--- src/rtl/addsub_serial_ctrl.sv ---
// Serial WIDTH-bit add/sub sequencer that drives an external 4-bit slice.
// Ports: clk, rst_n, start/op/a/b request; busy/done/result/c_out/overflow;
//        dp_op/dp_a/dp_b/dp_cin to the slice, dp_sum/dp_cout from it.
module addsub_serial_ctrl #(
    parameter int WIDTH = 16
) (
    input  logic             clk,
    input  logic             rst_n,
    input  logic             start,
    input  logic             op,
    input  logic [WIDTH-1:0] a,
    input  logic [WIDTH-1:0] b,
    output logic             busy,
    output logic             done,
    output logic [WIDTH-1:0] result,
    output logic             c_out,
    output logic             overflow,
    output logic             dp_op,
    output logic [3:0]       dp_a,
    output logic [3:0]       dp_b,
    output logic             dp_cin,
    input  logic [3:0]       dp_sum,
    input  logic             dp_cout
);

    localparam int NIB = WIDTH / 4;
    localparam int CW  = $clog2(NIB);

    typedef enum logic [1:0] {
        IDLE,
        RUN,
        DONE
    } state_t;

    state_t           state_q;
    logic [CW-1:0]    cnt_q;
    logic             carry_q;
    logic             op_q;
    logic [WIDTH-1:0] a_q;
    logic [WIDTH-1:0] b_q;
    logic [WIDTH-1:0] result_q;
    logic             c_out_q;
    logic             ovf_q;
    logic             busy_q;
    logic             done_q;

    logic             run;
    logic             last;
    logic [3:0]       a_nib;
    logic [3:0]       b_nib;
    logic             b_msb;

    assign run   = (state_q == RUN);
    assign last  = (cnt_q == CW'(NIB - 1));
    assign a_nib = 4'(a_q >> {cnt_q, 2'b00});
    assign b_nib = 4'(b_q >> {cnt_q, 2'b00});
    // Sign of B as the slice actually sees it (inverted for subtract).
    assign b_msb = b_q[WIDTH-1] ^ op_q;

    always_ff @(posedge clk or negedge rst_n) begin
        if (!rst_n) begin
            state_q  <= IDLE;
            cnt_q    <= '0;
            carry_q  <= 1'b0;
            op_q     <= 1'b0;
            a_q      <= '0;
            b_q      <= '0;
            result_q <= '0;
            c_out_q  <= 1'b0;
            ovf_q    <= 1'b0;
            busy_q   <= 1'b0;
            done_q   <= 1'b0;
        end else begin
            unique case (state_q)
                IDLE, DONE: begin
                    done_q <= 1'b0;
                    if (start) begin
                        a_q      <= a;
                        b_q      <= b;
                        op_q     <= op;
                        cnt_q    <= '0;
                        // Subtract needs the +1 of two's complement.
                        carry_q  <= op;
                        result_q <= '0;
                        c_out_q  <= 1'b0;
                        ovf_q    <= 1'b0;
                        busy_q   <= 1'b1;
                        state_q  <= RUN;
                    end else begin
                        state_q <= IDLE;
                    end
                end
                RUN: begin
                    result_q[4*cnt_q +: 4] <= dp_sum;
                    carry_q <= dp_cout;
                    cnt_q   <= cnt_q + CW'(1);
                    if (last) begin
                        cnt_q   <= '0;
                        c_out_q <= dp_cout;
                        ovf_q   <= (a_q[WIDTH-1] == b_msb) &&
                                   (dp_sum[3] != a_q[WIDTH-1]);
                        busy_q  <= 1'b0;
                        done_q  <= 1'b1;
                        state_q <= DONE;
                    end
                end
                default: begin
                    state_q <= IDLE;
                end
            endcase
        end
    end

    assign busy     = busy_q;
    assign done     = done_q;
    assign result   = result_q;
    assign c_out    = c_out_q;
    assign overflow = ovf_q;
    assign dp_op    = op_q;
    assign dp_a     = run ? a_nib : 4'h0;
    assign dp_b     = run ? b_nib : 4'h0;
    assign dp_cin   = run ? carry_q : 1'b0;

endmodule
--- config.mk ---
export PLATFORM = sky130hd
export DESIGN_NAME = addsub_serial_ctrl
export DESIGN_NICKNAME = d
export VERILOG_FILES = /design/src/rtl/addsub_serial_ctrl.sv
export SDC_FILE = /design/constraint.sdc
export NUM_CORES = 1
export LEC_CHECK = 0
export BUFFER_PORTS_ARGS = -buffer_cell sky130_fd_sc_hd__buf_2
export CAP_MARGIN = 20
export CORE_ASPECT_RATIO = 0.6
export CORE_MARGIN = 3
export CORE_UTILIZATION = 54
export CTS_BUF_LIST = sky130_fd_sc_hd__clkbuf_8
export DETAILED_ROUTE_END_ITERATION = 10
export MAX_ROUTING_LAYER = met4
export PLACE_DENSITY = 0.82
export SYNTH_ARGS = -nofsm -noshare
export SYNTH_HDL_FRONTEND = slang
export SYNTH_SLANG_ARGS = --single-unit
--- constraint.sdc ---
create_clock -name clk -period 2.2 [get_ports clk]
set_clock_uncertainty 0.1 [all_clocks]
set_input_delay 0.33 -clock clk [delete_from_list [all_inputs] [get_ports clk]]
set_output_delay 0.33 -clock clk [all_outputs]
set_load 0.005 [all_outputs]
# Yosys cells after proc, flatten, opt, wreduce, memory -nomap -nowiden

Index checks and enable logic that the tools add are counted.
Widths: inputs -> output; s select.

Add/subtract/negate cells: 2
Equality and inequality tests: 7
Shift operators: 4
Multiplexer cells: 24
Bitwise logic cells: 1
Reduce and logical (&&, ||, !) cells: 8

Operators by type and width:

| cell                    | count |
|---|---|
| $neg 4->34              | 1 |
| $shift 4x34->16 const A | 1 |
| $shiftx 4x34->16        | 1 |
| $pmux 16 s2             | 1 |
| $shr 16x4->4            | 2 |
| $bwmux 16               | 1 |
| $mux 16                 | 1 |
| $pmux 1 s2              | 5 |
| $mux 1                  | 9 |
| $mux 4                  | 2 |
| $pmux 2 s2              | 2 |
| $mux 2                  | 3 |
| $reduce_and 2->1        | 3 |
| $eq 2x2->1 const B      | 2 |
| $reduce_and 3->1        | 1 |
| $add 2x1->2 const B     | 1 |
| $eq 2x1->1 const B      | 1 |
| $logic_not 2->1         | 1 |
| $ne 2x1->1 const B      | 1 |
| $ne 2x2->1 const B      | 1 |
| $reduce_bool 2->1       | 1 |
| $reduce_or 2->1         | 1 |
| $eq 1x1->1              | 1 |
| $logic_and 1x1->1       | 1 |
| 2 further kinds         | 2 |

Flip-flop bits (word level): 58
Input port bits: 41

# Longest topological paths before layout

Gate-level depths: netlist of run 1.

Depth after elaboration: 5
Gate-level depth with buffers: 6
Depth with buffers taken out: 5

# Worst setup path after synthesis of run 1

Ideal clock, no wire load.

Kind: register to register
Start point: register cnt_q[1]
End point: register result_q[0] (netlist: result[0])
Library setup time: 0.067 ns
Arrival time: 1.678 ns
Required time: 2.033 ns
Setup slack: 0.355 ns
Cell stages (with the launch flop): 6
Buffers on the path: 1
Cell sequence: dfrtp_1 -> clkbuf_1 -> inv_1 -> ha_1 -> nor4b_2 -> a22o_1

Word-level cells in the longest chain between the ends: 4

RTL lines:

| element                                             | RTL line | RTL |
|---|---|---|
| start, declared                                     | 36       | `logic [CW-1:0] cnt_q;` |
| start signal, assigned                              | 96       | `cnt_q <= cnt_q + CW'(1);` |
| $neg 4->34 *                                        | 94       | `result_q[4*cnt_q +: 4] <= dp_sum;` |
| $shiftx 4x34->16 or $shift 4x34->16 (tied branches) | 94       |  |
| $bwmux 16 *                                         | 94       |  |
| $pmux 16 s2 *                                       | 74       | `unique case (state_q)` |
| end signal, assigned by index                       | 94       |  |
| end, declared                                       | 41       | `logic [WIDTH-1:0] result_q;` |

Every way passes the cells marked *; elsewhere a longest branch is shown, timed or not.
A chain may end at the register's enable or synchronous reset.

# Worst setup path in the final report of run 1

Start point: register cnt_q[0]
End point: output dp_a[3]

Word-level cells in the longest chain between the ends: 2

RTL lines:

| element       | RTL line | RTL |
|---|---|---|
| $shr 16x4->4  | 55       | `assign a_nib = 4'(a_q >> {cnt_q, 2'b00});` |
| $mux 4        | 120      | `assign dp_a = run ? a_nib : 4'h0;` |
| end, declared | 19       | `output logic [3:0] dp_a,` |

No other way between the ends.

==> metrics, run 1 <==
Cells after DPL=between 300 and 400; startpoint types=flip-flop; die area=between 5000 and 6000 sq um; type of the worst setup path=flip-flop to output port; worst slew pin tran=0.6661 ns; DR WL/cell=14.91 um; max_cap viols=0; Slew Limit Fails=0; hold slack=roughly 0.08 ns; CTS sink count=slightly below 60; vias in the first global route=just under 2,000; static leakage=about 1.8 nW; final worst path period share=between 90% and 100%; Critical Path, Cell by Cell=buf_8, mux4_1, and2_1, buf_2; Synth top area share=between 50% and 60%; Mean Syn Cell Area=between 10 and 15 sq um; clock buffer count from CTS=9; NetSw=1.628 mW; maximum vdd drop=roughly 0.73 mV; worst path buffer plus inverter count=2; CTS H-tree lvls=3; Die X=~96 um; normalized max-slew margin=between 50 and 60%; Final ANT Viol Nets=0; CTS clk-pin slew, worst paths=0.06 ns; Worst path top cell family by delay=multiplexers; Final min period=2.144 ns; Total Routing Usage GR=a little under a quarter; synthesis-to-layout area growth=25.65%; grt total ovfl=0; Crit path largest cell delay=between 0.5 and 0.6 ns; Layout Nets=between 300 and 400; Filler cells=just over 300; Hold/Removal Path Class=input pin to flip-flop; Worst setup EP type=output port; Max clock buf depth=2; Critical Path RT=between 1.5 and 2 ns; DP Wirelength=about 4100 um; Placed Area=around 3100 sq um; io pins=71; port bufs=70; Cell Area, Synth=2615 sq um; syn nets=295; drt initial violations=~130; Reg power frac=between 30% and 40%; clock share of power=approximately a fifth; first-pass GRT wire length=about 9600 um; Core Area=4369 sq um; Die Y=roughly 60 um; Yosys cell types=27; Cells after Synth=around 250; sequential area share after synthesis=a little under three fifths; fmax=roughly 0.47 GHz; Ys Warns=0; crit path DAT=about 1.7 ns; First-pass DRT Iterations=4; final setup vio count=0; Rows=18; via count=around 2,000; PwrDens=1412 nW/um^2; Yosys top cell by area=dfrtp_1; # diodes=0; DRC=0; Detailed Route WL=5831 um; synth top area cells=dfrtp_1 56%, nand2_1 15%, a22o_1 5.4%, mux4_2 4.3%, mux4_1 3.0%; Initial Util=around 60%; final std cells w/o fill=a little under 400; internal power=approximately 3.0 mW; final core occ=between 70% and 80%; Gate power share=about two fifths; switch share=35.09%; share of cells above drive strength 1=32.02%; pin count of the biggest net entering global routing=between 50 and 60; Via density=5.202; Hold Fails Final Rpt=0; gp weighted congestion=slightly below 0.8; Worst-Skew Late Latency=0.34 ns; antenna violations before repair=0; outcome=complete, no violations; synthesized flop and latch total=a little under 60; Slowest cell on crit path=mux4_1; CTS tree=built; Critical Path Fanout Max=5; Design Area, Final=approximately 3300 sq um; CTS root buf=clkbuf_8
-- worst min-delay path, cell delays in order --
cell and delay [ns]:
buf_2 0.07, nand2_1 0.04, nand2_1 0.04
-- final timing paths --
check,from,to,slack [ns],cells past startpoint
worst max register to register,cnt_q[0],result[0],0.18,6
max in group asynchronous,rst_n,result[12],1.33,3
worst min register to register,a_q[7],a_q[7],0.37,2
worst max-delay path,cnt_q[0],dp_a[3],0.06,4
min in group asynchronous,rst_n,b_q[1],0.42,3
worst min-delay path,a[3],a_q[3],0.08,3
-- placed cells by master, fill, tap and decap left out, drive strengths merged, types with 2 or more instances in the layout --
cell / instances
nand2b: 3
nor4: 2
nor2: 2
inv: 4
o21ai: 3
ha: 6
clkbuf: 12
nand3: 5
buf: 79
nor2b: 5
a22o: 16
nand2: 104
o31ai: 2
mux4: 8
a21oi: 4
dfrtp: 58
and2: 9
-- kinds of logic after synthesis --
kind of cell / after synthesis / share of synthesized area (%)
fa+ha+maj: 6 / 2.871
flops: 58 / 55.50
compound gates: 26 / 7.559
mux: 9 / 7.704
simple gates: 133 / 23.16
buf+inv: 15 / 2.871
xor+xnor: 1 / 0.3350
-- registers in the layout, summed over array words and instances, names as in the netlist --
| signal | cells |
|---|---|
| overflow | 1 |
| cnt_q | 2 |
| state_q | 2 |
| b_q | 16 |
| result | 16 |
| a_q | 16 |
| busy | 1 |
| done | 1 |
| dp_op | 1 |
| c_out | 1 |
| carry_q | 1 |
-- cell type report --
type                            count  area [sq um]  share of cell area, %
Clock buffer                       12         165.2                  5.027
Clock inverter                      3         38.79                  1.181
Inverter                            3         13.76                 0.4189
Multi-Input combinational cell    175          1090                  33.17
Sequential cell                    58          1451                  44.17
Tap cell                           60         75.07                  2.285
Timing Repair Buffer               80         451.7                  13.75
-- power by group through the flow --
stage | logic (mW) | registers (mW) | clock network, mW
floorplan | 1.23 | 1.74 | 0
global placement | 1.77 | 1.76 | 0
detailed placement | 1.82 | 1.79 | 0
CTS | 1.84 | 1.77 | 1.01
global route | 2.07 | 1.84 | 1.07
finish | 1.86 | 1.79 | 0.994
-- synthesized netlist by cell type --
library cell,n
nand3b_1,1
a22o_1,16
o31ai_1,2
mux4_1,3
nand3_1,5
buf_2,7
nor2_1,2
nand2_1,104
a21oi_1,4
o21a_1,1
xor2_1,1
and4_1,1
ha_1,6
nor2b_1,5
nand2b_1,2
mux4_2,5
o21ai_0,3
nand2b_2,1
mux2i_1,1
dfrtp_1,58
buf_6,1
inv_1,2
and2_1,9
nor4_4,2
clkbuf_1,4
inv_4,1
nor4b_2,1
-- stage by stage --
stage | power, mW | setup WS [ns] | TNS, ns
finish | 4.640 | 0.05615 | 0
global route | 4.975 | -0.0002123 | -0.0002123
CTS | 4.625 | 0.01834 | 0
detailed placement | 3.608 | 0.3320 | 0
global placement | 3.526 | 0.3760 | 0
floorplan | 2.973 | 0.3555 | 0
-- metal layers --
layer / global-route usage [%] / vias to the layer above / wire, um
met3: 10.44 / 7 / 377
met1: 32.16 / 974 / 2878
met2: 33.10 / 65 / 2514
li1: - / 988 / -
met5: - / - / 0
met4: 7.287 / 0 / 60
-- what timing repair did --
action | 4_1_cts | 5_1_grt
setup buffers | 0 | 1
hold endpoints to repair | 58 | 0
gates resized for setup | 1 | 4
endpoints found under the setup margin | 1 | 6
pin swaps | 0 | 0
hold buffers | 1 | 0
No activity file was read; power rests on OpenSTA's default activity.
==> run 2: changes to the inputs <==
--- a/config.mk
+++ b/config.mk
@@ -6,14 +6,13 @@
 export NUM_CORES = 1
 export LEC_CHECK = 0
 export BUFFER_PORTS_ARGS = -buffer_cell sky130_fd_sc_hd__buf_2
-export CAP_MARGIN = 20
+export CAP_MARGIN = 40
 export CORE_ASPECT_RATIO = 0.6
 export CORE_MARGIN = 3
-export CORE_UTILIZATION = 54
+export CORE_UTILIZATION = 40
 export CTS_BUF_LIST = sky130_fd_sc_hd__clkbuf_8
 export DETAILED_ROUTE_END_ITERATION = 10
 export MAX_ROUTING_LAYER = met4
-export PLACE_DENSITY = 0.82
 export SYNTH_ARGS = -nofsm -noshare
 export SYNTH_HDL_FRONTEND = slang
 export SYNTH_SLANG_ARGS = --single-unit
==> metrics, run 2 (synthesis results as in run 1) <==
outcome=complete, no violations (unchanged); Die X=110.4 um (was 95.84 um); DP Wirelength=4131 um (was 4126 um); Worst Setup Slack, final=0.1012 ns (was 0.05615 ns); Design Area, Final=3288 sq um (was 3286 sq um); io pins=71 (unchanged); CTS tree=built (unchanged); Total Routing Usage GR=17.60% (was 23.97%); vias in the first global route=1,842 (was 1,971); static leakage=1.765 nW (was 1.788 nW); PwrDens=1370 nW/um^2 (was 1412 nW/um^2); Final ANT Viol Nets=0 (unchanged); Via density=4.755 (was 5.202); pin count of the biggest net entering global routing=59 (unchanged); gp weighted congestion=0.7584 (was 0.7867); Reg-to-Reg End=result[3] (was result[0]); Die Y=68.63 um (was 59.91 um); max_cap viols=0 (unchanged); R2R depth=6 (unchanged); Hold Fails Final Rpt=0 (unchanged); clock buffer count from CTS=9 (unchanged); final worst path period share=95.40% (was 97.45%); Place WS=0.3370 ns (was 0.3320 ns); CTS root buf=clkbuf_8 (unchanged); Core Area=6221 sq um (was 4369 sq um); Worst-Skew Late Latency=0.32 ns (was 0.34 ns); # diodes=0 (unchanged); Cells after DPL=399 (was 374); synthesis-to-layout area growth=25.74% (was 25.65%); Placed Area=3092 sq um (was 3054 sq um); Slew Limit Fails=0 (unchanged); First-pass DRT Iterations=4 (unchanged); maximum vdd drop=0.5043 mV (was 0.7285 mV); Critical Path Fanout Max=8 (was 5); type of the worst setup path=flip-flop to output port (unchanged); Detailed Route WL=5843 um (was 5831 um); DR WL/cell=14.01 um (was 14.91 um); most frequent cells in the layout=104 x nand2_1, 70 x buf_2, 58 x dfrtp_1, 16 x a22o_1, 10 x clkbuf_8 (was 104 x nand2_1, 70 x buf_2, 58 x dfrtp_1, 16 x a22o_1, 12 x clkbuf_8); via count=1,983 (was 2,034); Worst Setup SP=cnt_q[0] (unchanged); first-pass GRT wire length=9535 um (was 9577 um); worst setup path endpoint=dp_a[1] (was dp_a[3]); Worst setup EP type=output port (unchanged); antenna violations before repair=0 (unchanged); Rows=22 (was 18); worst slew pin tran=0.5404 ns (was 0.6661 ns); Hold/Removal Path Class=input pin to flip-flop (unchanged); fmax=0.4765 GHz (was 0.4665 GHz); grt total ovfl=0 (unchanged); share of cells above drive strength 1=33.03% (was 32.02%); total power=4.504 mW (was 4.640 mW); Final min period=2.099 ns (was 2.144 ns); Layout Nets=375 (was 374); setup_tns=0 ns (unchanged); final std cells w/o fill=417 (was 391); startpoint types=flip-flop (unchanged); DRC=0 (unchanged); Crit Reg-Reg Startpoint=cnt_q[0] (unchanged); RSZ-0062 raised after global routing=no; CTS clk-pin slew, worst paths=0.06 ns (about the same); most common cell after layout, fill and taps aside=nand2_1 (unchanged); drt initial violations=43 (was 134); final core occ=52.86% (was 75.20%); Critical Path RT=1.77 ns (about the same); CTS sink count=58 (unchanged); Max clock buf depth=2 (unchanged); port bufs=70 (unchanged); die area=7576 sq um (was 5741 sq um); CTS H-tree lvls=3 (unchanged); hold slack=0.09347 ns (was 0.07998 ns); Initial Util=42.04% (was 59.85%); final setup vio count=0 (unchanged); normalized max-slew margin=63.81% (was 55.39%); crit path DAT=1.67 ns (was 1.71 ns); R2R Setup Slk=0.25 ns (was 0.18 ns)
## run 2: changes by cell type in the layout (fill, tap and decap cells not counted), moves of 2 or more
cell        before  now
clkbuf_8        12   10
clkinv_2         1    3
clkinvlp_4       0    2
mux4_1           2    0
mux4_2           6    8
## run 2: how the worst min path moves through the flow
stage	startpoint	to	slack (ns)	depth (start not counted)
2_1_floorplan	rst_n	a_q[0]	-0.07	0
3_3_place_gp	rst_n	result[5]	0.26	2
3_5_place_dp	rst_n	result[3]	0.26	2
4_1_cts	a[8]	a_q[8]	0.08	3
5_1_grt	b[2]	b_q[2]	0.07	3
6_report	a[7]	a_q[7]	0.09	3
## run 2: layer usage
layer  vias up  wire length [um]  track usage, %
met5         -                 0               -
met4         0                44           4.608
met3         4               334           5.767
met2        49              2405           23.19
met1       944              3059           25.84
li1        986                 -               -
## run 2: final cells by class
| class | instances | area [sq um] |
|---|---|---|
| clock buffers | 10 | 137.6 |
| clock inverters | 6 | 33.78 |
| fillers | 617 | 2933 |
| inverters | 3 | 13.76 |
| multi-input cells | 175 | 1082 |
| flip-flops and latches | 58 | 1451 |
| well taps | 84 | 105.1 |
| repair buffers | 81 | 464.2 |
## run 2: report_power, final
| part | switching, mW | total (mW) | internal [mW] | leakage (nW) |
|---|---|---|---|---|
| logic | 0.943 | 1.88 | 0.932 | 0.935 |
| clock network | 0.406 | 0.834 | 0.428 | 0.0892 |
| registers | 0.283 | 1.79 | 1.51 | 0.741 |
## run 2: critical path, cell delays in order, from the launching register on
cell     delay (ns)
dfrtp_1        0.40
buf_12         0.15
mux4_2         0.49
and2_1         0.18
buf_2          0.13
## run 2: what timing repair did
item	in CTS	in global routing
hold buffers	1	0
gates resized for setup	1	7
pin swaps	0	0
buffers inserted	0	1
endpoints found under the setup margin	2	4
endpoints found under the hold margin	58	0
==> run 3: changes to the inputs <==
--- a/config.mk
+++ b/config.mk
@@ -13,6 +13,7 @@
 export CTS_BUF_LIST = sky130_fd_sc_hd__clkbuf_8
 export DETAILED_ROUTE_END_ITERATION = 10
 export MAX_ROUTING_LAYER = met4
+export RECOVER_POWER = 25
 export SYNTH_ARGS = -nofsm -noshare
 export SYNTH_HDL_FRONTEND = slang
 export SYNTH_SLANG_ARGS = --single-unit
==> metrics, run 3 (synthesis results as in run 1) <==
outcome=complete, no violations (unchanged); worst slew pin tran=1.266 ns (was 0.5404 ns); Reg power frac=39.9% (was 39.8%); switch share=36.25% (about the same); Die X=110.4 um (unchanged); port bufs=70 (unchanged); CTS root buf=clkbuf_8 (unchanged); CTS tree=built (unchanged); # diodes=0 (unchanged); setup_tns=0 ns (unchanged); PwrDens=1375 nW/um^2 (was 1370 nW/um^2); Final min period=2.098 ns (was 2.099 ns); Hold Fails Final Rpt=0 (unchanged); NetSw=1.631 mW (was 1.633 mW); Placed Area=3092 sq um (unchanged); final setup vio count=0 (unchanged); Critical Path Fanout Max=8 (unchanged); DP Wirelength=4131 um (unchanged); Layout Nets=375 (unchanged); gp weighted congestion=0.7584 (unchanged); via count=1,977 (was 1,983); met1 WL=3031 um (was 3059 um); fmax=0.4766 GHz (was 0.4765 GHz); DRC=0 (unchanged); crit path DAT=1.67 ns (about the same); type of the worst setup path=flip-flop to output port (unchanged); Hold/Removal Path Class=input pin to flip-flop (unchanged); Slew Limit Fails=0 (unchanged); Initial Util=42.04% (unchanged); Worst-Skew Late Latency=0.32 ns (about the same); pin count of the biggest net entering global routing=59 (unchanged); first-pass GRT wire length=9535 um (unchanged); internal power=2.868 mW (was 2.871 mW); Detailed Route WL=5839 um (was 5843 um); Max clock buf depth=2 (unchanged); First-pass DRT Iterations=4 (unchanged); Rows=22 (unchanged); synthesis-to-layout area growth=25.17% (was 25.74%); io pins=71 (unchanged); grt total ovfl=0 (unchanged); most frequent cells in the layout=104 x nand2_1, 71 x buf_2, 58 x dfrtp_1, 16 x a22o_1, 10 x clkbuf_8 (was 104 x nand2_1, 70 x buf_2, 58 x dfrtp_1, 16 x a22o_1, 10 x clkbuf_8); total power=4.499 mW (was 4.504 mW); final worst path period share=95.37% (was 95.40%); DR WL/cell=14.00 um (was 14.01 um); die area=7576 sq um (unchanged); RSZ-0062 raised after global routing=no (unchanged); vias in the first global route=1,842 (unchanged); Final ANT Viol Nets=0 (unchanged); static leakage=1.759 nW (was 1.765 nW); Worst setup EP type=output port (unchanged); startpoint types=flip-flop (unchanged); max_cap viols=0 (unchanged); Critical Path RT=1.77 ns (about the same); Total Routing Usage GR=17.60% (unchanged); top sig layer=met4 (unchanged); CTS H-tree lvls=3 (unchanged); WL met3=338 um (was 334 um); maximum vdd drop=0.5043 mV (about the same); share of cells above drive strength 1=33.03% (unchanged); met2 WL=2425 um (was 2405 um); CTS clk-pin slew, worst paths=0.06 ns (about the same); most common cell after layout, fill and taps aside=nand2_1 (unchanged); drt initial violations=44 (was 43); Core Area=6221 sq um (unchanged); Die Y=68.63 um (unchanged); Design Area, Final=3273 sq um (was 3288 sq um); Via density=4.741 (was 4.755); Gate power share=41.6% (about the same); antenna violations before repair=0 (unchanged); CTS sink count=58 (unchanged); clock buffer count from CTS=9 (unchanged); clock share of power=18.6% (was 18.5%); normalized max-slew margin=15.59% (was 63.81%)
-- run 3: power by group through the flow --
stage	clock network (mW)	registers, mW	logic, mW
after floorplan	0	1.74	1.23
after global placement	0	1.79	1.81
after detailed placement	0	1.79	1.83
after CTS	0.865	1.79	1.84
after global routing	0.921	1.86	2.10
final	0.835	1.79	1.87
-- run 3: timing repair --
action,CTS,global route
gates resized for setup,1,7
setup buffers,0,1
gates cloned,0,0
setup endpoints to repair,2,4
hold buffers,1,0
hold endpoints to repair,58,0
-- run 3: layout make-up --
cell class / count / area [sq um]
inverters: 3 / 13.76
well taps: 84 / 105.1
clock inverters: 6 / 33.78
clock buffers: 10 / 137.6
fillers: 619 / 2948
flip-flops and latches: 58 / 1451
multi-input cells: 175 / 1082
repair buffers: 81 / 449.2
-- run 3: worst max-delay path, stage by stage (launching register included) --
cell and delay (ns):
dfrtp_1 0.40, buf_12 0.15, mux4_2 0.49, and2_1 0.18, buf_2 0.13
-- run 3: per-stage QoR --
stage | utilization (%) | setup WS (ns) | instances | hold WS [ns]
global placement | 49.70 | 0.3362 | 399 | 0.2572
global route | 52.61 | 0.007037 | 417 | 0.07214
finish | 52.61 | 0.1019 | 417 | 0.09356
CTS | 52.68 | 0.01785 | 416 | 0.08095
floorplan | - | 0.3555 | 248 | -0.06559
detailed placement | 49.70 | 0.3370 | 399 | 0.2603
-- run 3: routing by layer --
metal | track usage [%] | vias to the layer above
li1 | - | 986
met1 | 25.84 | 940
met2 | 23.19 | 47
met3 | 5.767 | 4
met4 | 4.608 | 0
met5 | - | -
-- run 3: path summary, 6_finish.rpt --
kind | from | end | slack [ns] | cells after the start
min in group asynchronous | rst_n | result[4] | 0.79 | 3
worst min-delay path | a[7] | a_q[7] | 0.09 | 3
worst max register to register | cnt_q[0] | result[3] | 0.25 | 6
worst min register to register | b_q[6] | b_q[6] | 0.37 | 2
worst max-delay path | cnt_q[0] | dp_a[1] | 0.10 | 4
max in group asynchronous | rst_n | result[13] | 0.42 | 3
